--- src/rtl/matmul_seq_ctrl.sv ---
// Matrix-multiply sequencer. Captures two packed n x n matrices, feeds one
// row/column pair at a time to an external dot-product unit (row_col) in
// row-major order, and assembles the returned dot products into mat_c.
module matmul_seq_ctrl #(
  parameter int unsigned width   = 32,
  parameter int unsigned n       = 3,
  parameter int unsigned TIMEOUT = 1024
) (
  input  logic                   clk,
  input  logic                   rst,
  input  logic                   start,
  input  logic [width*n*n-1:0]   mat_a,
  input  logic [width*n*n-1:0]   mat_b,
  output logic [width*n-1:0]     dp_a,
  output logic [width*n-1:0]     dp_b,
  output logic                   dp_start,
  input  logic [width-1:0]       dp_c,
  input  logic                   dp_done,
  output logic [width*n*n-1:0]   mat_c,
  output logic                   busy,
  output logic                   done,
  output logic                   error
);

  localparam int unsigned IW = $clog2(n) + 1;
  localparam int unsigned TW = $clog2(TIMEOUT + 1);
  localparam logic [IW-1:0] LastIdx = IW'(n - 1);
  localparam logic [TW-1:0] TmoLast = TW'(TIMEOUT - 1);

  typedef enum logic [2:0] {
    StIdle,
    StLoad,
    StWait,
    StStore,
    StDrain,
    StDone
  } state_e;

  state_e                 state_q;
  logic [width*n*n-1:0]   a_q;
  logic [width*n*n-1:0]   b_q;
  logic [IW-1:0]          i_q;
  logic [IW-1:0]          j_q;
  logic [TW-1:0]          tmo_q;
  logic [width-1:0]       hold_q;

  // Row i of a packed matrix: element k lands at [width*k +: width].
  function automatic logic [width*n-1:0] row_of(input logic [width*n*n-1:0] m,
                                                input logic [IW-1:0] i);
    logic [width*n-1:0] r;
    r = '0;
    for (int unsigned k = 0; k < n; k++) begin
      r[width*k +: width] = m[width*(32'(i)*n + k) +: width];
    end
    return r;
  endfunction

  // Column j of a packed matrix: element k lands at [width*k +: width].
  function automatic logic [width*n-1:0] col_of(input logic [width*n*n-1:0] m,
                                                input logic [IW-1:0] j);
    logic [width*n-1:0] c;
    c = '0;
    for (int unsigned k = 0; k < n; k++) begin
      c[width*k +: width] = m[width*(k*n + 32'(j)) +: width];
    end
    return c;
  endfunction

  // Sequencer FSM; every output is registered. dp_a/dp_b/dp_start are loaded
  // on the edge that enters LOAD so the start pulse and operands coincide.
  always_ff @(posedge clk) begin
    if (rst) begin
      state_q  <= StIdle;
      a_q      <= '0;
      b_q      <= '0;
      i_q      <= '0;
      j_q      <= '0;
      tmo_q    <= '0;
      hold_q   <= '0;
      dp_a     <= '0;
      dp_b     <= '0;
      dp_start <= 1'b0;
      mat_c    <= '0;
      busy     <= 1'b0;
      done     <= 1'b0;
      error    <= 1'b0;
    end else begin
      case (state_q)
        StIdle, StDone: begin
          if (start) begin
            a_q      <= mat_a;
            b_q      <= mat_b;
            mat_c    <= '0;
            i_q      <= '0;
            j_q      <= '0;
            error    <= 1'b0;
            // Captured copies are not visible yet, so use the live inputs.
            dp_a     <= row_of(mat_a, '0);
            dp_b     <= col_of(mat_b, '0);
            dp_start <= 1'b1;
            busy     <= 1'b1;
            done     <= 1'b0;
            state_q  <= StLoad;
          end
        end
        StLoad: begin
          dp_start <= 1'b0;
          tmo_q    <= '0;
          state_q  <= StWait;
        end
        StWait: begin
          if (dp_done) begin
            hold_q  <= dp_c;
            state_q <= StStore;
          end else if (tmo_q == TmoLast) begin
            error   <= 1'b1;
            busy    <= 1'b0;
            done    <= 1'b1;
            state_q <= StDone;
          end else begin
            tmo_q <= tmo_q + TW'(1);
          end
        end
        StStore: begin
          mat_c[width*(32'(i_q)*n + 32'(j_q)) +: width] <= hold_q;
          if (j_q < LastIdx) begin
            j_q     <= j_q + IW'(1);
            state_q <= StDrain;
          end else if (i_q < LastIdx) begin
            j_q     <= '0;
            i_q     <= i_q + IW'(1);
            state_q <= StDrain;
          end else begin
            busy    <= 1'b0;
            done    <= 1'b1;
            state_q <= StDone;
          end
        end
        StDrain: begin
          // A level-type done from the previous element must drop first.
          if (!dp_done) begin
            dp_a     <= row_of(a_q, i_q);
            dp_b     <= col_of(b_q, j_q);
            dp_start <= 1'b1;
            state_q  <= StLoad;
          end
        end
        default: begin
          state_q <= StIdle;
        end
      endcase
    end
  end

endmodule

--- config.mk ---
export PLATFORM = sky130hd
export DESIGN_NAME = matmul_seq_ctrl
export DESIGN_NICKNAME = d
export VERILOG_FILES = /design/src/rtl/matmul_seq_ctrl.sv
export SDC_FILE = /design/constraint.sdc
export NUM_CORES = 2
export LEC_CHECK = 0
export BUFFER_PORTS_ARGS = -buffer_cell sky130_fd_sc_hd__buf_2
export CORE_AREA = 2 2 432 434
export DETAILED_ROUTE_END_ITERATION = 10
export DIE_AREA = 0 0 434 436
export PLACE_DENSITY = 0.48
export SYNTH_ARGS = -nofsm -noshare
export SYNTH_HDL_FRONTEND = slang
export SYNTH_SLANG_ARGS = --single-unit
--- constraint.sdc ---
create_clock -name clk -period 4.9 [get_ports clk]
set_input_delay 0.49 -clock clk [delete_from_list [all_inputs] [get_ports clk]]
set_output_delay 0.49 -clock clk [all_outputs]
set_load 0.02 [all_outputs]
==> metrics <==
simple-gate share of the synthesized area 20.5%; Reg2Reg Depth 13; Main synth FF type dfxtp_1; WP depth 13; remaining antenna violation count after routing 0; placed inst area 53300 sq um; crit path from i_q[0]$_SDFFE_PP0P_; Die W 434 um; # IOs 1096; first-pass GRT wire length 316 mm; r2r startpoint i_q[0]$_SDFFE_PP0P_; peak fanout along the critical path 64; largest family of logic cells by synthesized area simple AND/OR/NAND/NOR gates; #FFs+latches synth 1112; Layout fillers 19582; Routed WL per cell 22.8 um; RSZ-0062 raised after global routing no; Final GP Congestion 0.934; HPWL Detailed 153 mm; layout cell share with drive strength beyond 1 22.7%; Post-Layout Inst Area 63900 sq um; DRC viols 0; drt pass-1 iters 5; area delta synth->final 39.4%; CP endpoint kind register; # port buffers 1095; num rows 158; sequential share of the synthesized area 48.6%; gr ovfl total 0; cells after synthesis 5650; initial antenna violation count 63; vias in the first global route 45733; Setup Buffers After CTS 0; post-placement cell count 8782; nets 7667; Die ar. 189000 sq um; f_max 0.235 GHz; Crit path arrival time 4.87 ns; CTS tree done; adder-cell area share of the yosys netlist 0.404%; CTS buffer count 135; Hold WC Path Type input pin to register; Worst Max-Slew Pin Slew 1.19 ns; Cell Pwr Density 388 nW/um^2; EDFF count, synth 0; Crit Path Class register to register; maximum VDD drop 0.000260 V; fin util 34.6%; Iter 0 DRT Violations 3766; Worst path slowest cell or4b_2; fin crit period 4.26 ns; CP cell instances fa_1 > ha_1 > inv_1 > fa_1 > xor2_2 > and3_1 > ha_1 > nor2b_1 > nand3_1 > or4b_2 > buf_4 > nand3_1 > o21ai_0; Post-Syn Area 45800 sq um; clock-pin slew on the worst setup and hold paths 0.06 ns; setup TNS 0 ns; relative slew slack 21.0%; Startpoint Class register; CTS root buf clkbuf_16; Die Span Y 436 um; Async S/R FF share, synth 0%; peak per-stage delay on the critical path 0.62 ns; CTS H-tree depth 4; post-synthesis mux area share 7.53%; Total GRT Usage 22.2%; CP Buf/Inv Count 2; Worst Hold Launch mat_b[287]; Clock Latency Late Sink 0.79 ns; via count 47499; Synth Warn # 0; flop-to-flop setup slack 0.64 ns; Critical Path RT 5.51 ns; maximum clock path buffer count 3; post-route insts no fill 9675; final hold violation count 0; CP top delay family simple AND/OR/NAND/NOR gates; Synth Area in Compound Gates 18.1%; P_leak 25.1 nW; WL final 220 mm; vias per inst 4.91; reg2reg end mat_c[240]$_SDFFE_PP0P_; Yosys cell types 60; period utilisation layout 86.9%; Max-cap violations 0; clock skew 0.0326 ns; Final Max Slew Viols 0; post-synthesis area per instance 8.11 sq um; number of setup violations in the final report 0; largest net degree at the start of global routing 218; Critical Path Sink mat_c[240]$_SDFFE_PP0P_; clock sink count 1112; status completed; initial core utilization 24.8%; Synthesized Nets 6275; XOR/XNOR Fraction of Synth Area 0.281%; Core Area 185000 sq um
==> synthesized netlist by cell type (2+ instances only) <==
cell type	count	area, sq um
a211oi_1	100	751
a21oi_1	685	3430
a221oi_1	96	841
a22o_1	32	280
a22oi_1	33	248
a31oi_1	2	12.5
a32o_1	2	20.0
and3_1	2	12.5
buf_1	30	113
buf_2	103	515
buf_4	4	30.0
buf_6	3	33.8
clkbuf_1	370	1390
dfxtp_1	1112	22300
fa_1	3	60.1
ha_1	10	125
inv_1	15	56.3
mux2_2	192	2160
mux2i_1	129	1290
nand2_1	1450	5440
nand2b_1	44	275
nand3_1	231	1160
nand4_1	8	50.1
nand4b_1	3	26.3
nand4bb_1	2	22.5
nor2_1	251	942
nor2b_1	42	263
nor3_1	198	991
nor3b_1	2	15.0
nor4_1	2	12.5
o211ai_1	35	263
o21ai_0	284	1420
o21ai_1	8	40.0
o21ai_2	30	263
o22ai_1	64	400
o31ai_1	33	248
o41ai_1	2	17.5
or2_2	3	18.8
or3b_1	3	26.3
xnor2_1	11	96.3
xor2_2	2	32.5
==> cell usage in the layout, fill, tap and decap left out, drive strengths merged, types with 32 or more instances in the layout <==
master	netlist	layout
a211oi	100	100
a21oi	685	685
a221oi	96	96
a22o	32	32
a22oi	33	33
buf	140	1163
clkbuf	371	203
dfxtp	1112	1112
diode	0	50
dlygate4sd3	0	603
mux2	192	192
mux2i	129	129
nand2	1450	1450
nand2b	44	44
nand3	231	231
nor2	252	252
nor2b	42	42
nor3	199	199
o211ai	35	35
o21ai	322	322
o22ai	64	64
o31ai	33	33
==> how the worst min path moves through the flow <==
stage | to | slack (ns) | cells past startpoint
floorplan | b_q[64]$_SDFFE_PP0P_ | 0.43 | 2
global placement | b_q[15]$_SDFFE_PP0P_ | 0.44 | 2
detailed placement | done$_SDFFE_PP0P_ | 0.44 | 2
CTS | b_q[38]$_SDFFE_PP0P_ | 0.002 | 3
global route | b_q[38]$_SDFFE_PP0P_ | 0.02 | 3
finish | b_q[287]$_SDFFE_PP0P_ | 0.06 | 3
==> stage by stage <==
step	hold slack [ns]	power (mW)	worst slack, ns
final	0.0577	24.8	0.642
after global routing	0.0211	25.8	0.415
after CTS	0.00164	25.0	0.687
after detailed placement	0.441	14.4	0.715
after global placement	0.439	14.4	0.744
after floorplan	0.433	12.7	1.21
==> timing repair <==
item	in CTS	in global routing
endpoints found under the hold margin	617	0
resized for setup	0	0
hold buffers	603	0
==> kinds of logic after synthesis <==
group                      count (synthesis)
AOI/OAI and AO/OA                       1413
DFF                                     1112
buffers and inverters                    526
muxes                                    321
and+or+nand+nor                         2252
xor gates and xnor gates                  13
adders and majority gates                 13
==> final cells by class <==
| type | count | area [sq um] | share of cell area (%) |
|---|---|---|---|
| Antenna cell | 50 | 125 | 0.196 |
| Sequential cell | 1112 | 22300 | 34.9 |
| Clock buffer | 203 | 3960 | 6.20 |
| Inverter | 15 | 56.3 | 0.0881 |
| Tap cell | 2480 | 3100 | 4.86 |
| Timing Repair Buffer | 1766 | 12400 | 19.3 |
| Multi-Input combinational cell | 4012 | 21600 | 33.7 |
| Clock inverter | 37 | 454 | 0.711 |
==> worst min-delay path: stages <==
cell,delay [ns]
buf_2,0.10
nand2_1,0.10
a21oi_1,0.07
==> where the power goes <==
| group | switching, mW | leakage [nW] | internal (mW) |
|---|---|---|---|
| Combinational | 2.78 | 13.9 | 1.57 |
| Sequential | 0.553 | 9.09 | 9.77 |
| Clock | 4.14 | 2.18 | 6.01 |
| Total | 7.47 | 25.1 | 17.3 |
==> registers in the layout (all words and copies together), names as in the netlist <==
| name | flops |
|---|---|
| busy | 1 |
| a_q | 288 |
| dp_a | 96 |
| dp_start | 1 |
| done | 1 |
| error | 1 |
| hold_q | 32 |
| tmo_q | 11 |
| dp_b | 96 |
| mat_c | 288 |
| j_q | 3 |
| b_q | 288 |
| state_q | 3 |
| i_q | 3 |
==> per-layer routing <==
metal / GRT usage [%] / vias up / wire length [um]
met5: 0 / - / 85
met4: 12.8 / 14 / 13400
met3: 4.56 / 494 / 14800
met2: 35.6 / 1857 / 101000
met1: 27.6 / 22820 / 90900
li1: - / 22314 / -
No activity file was read; power rests on OpenSTA's default activity.
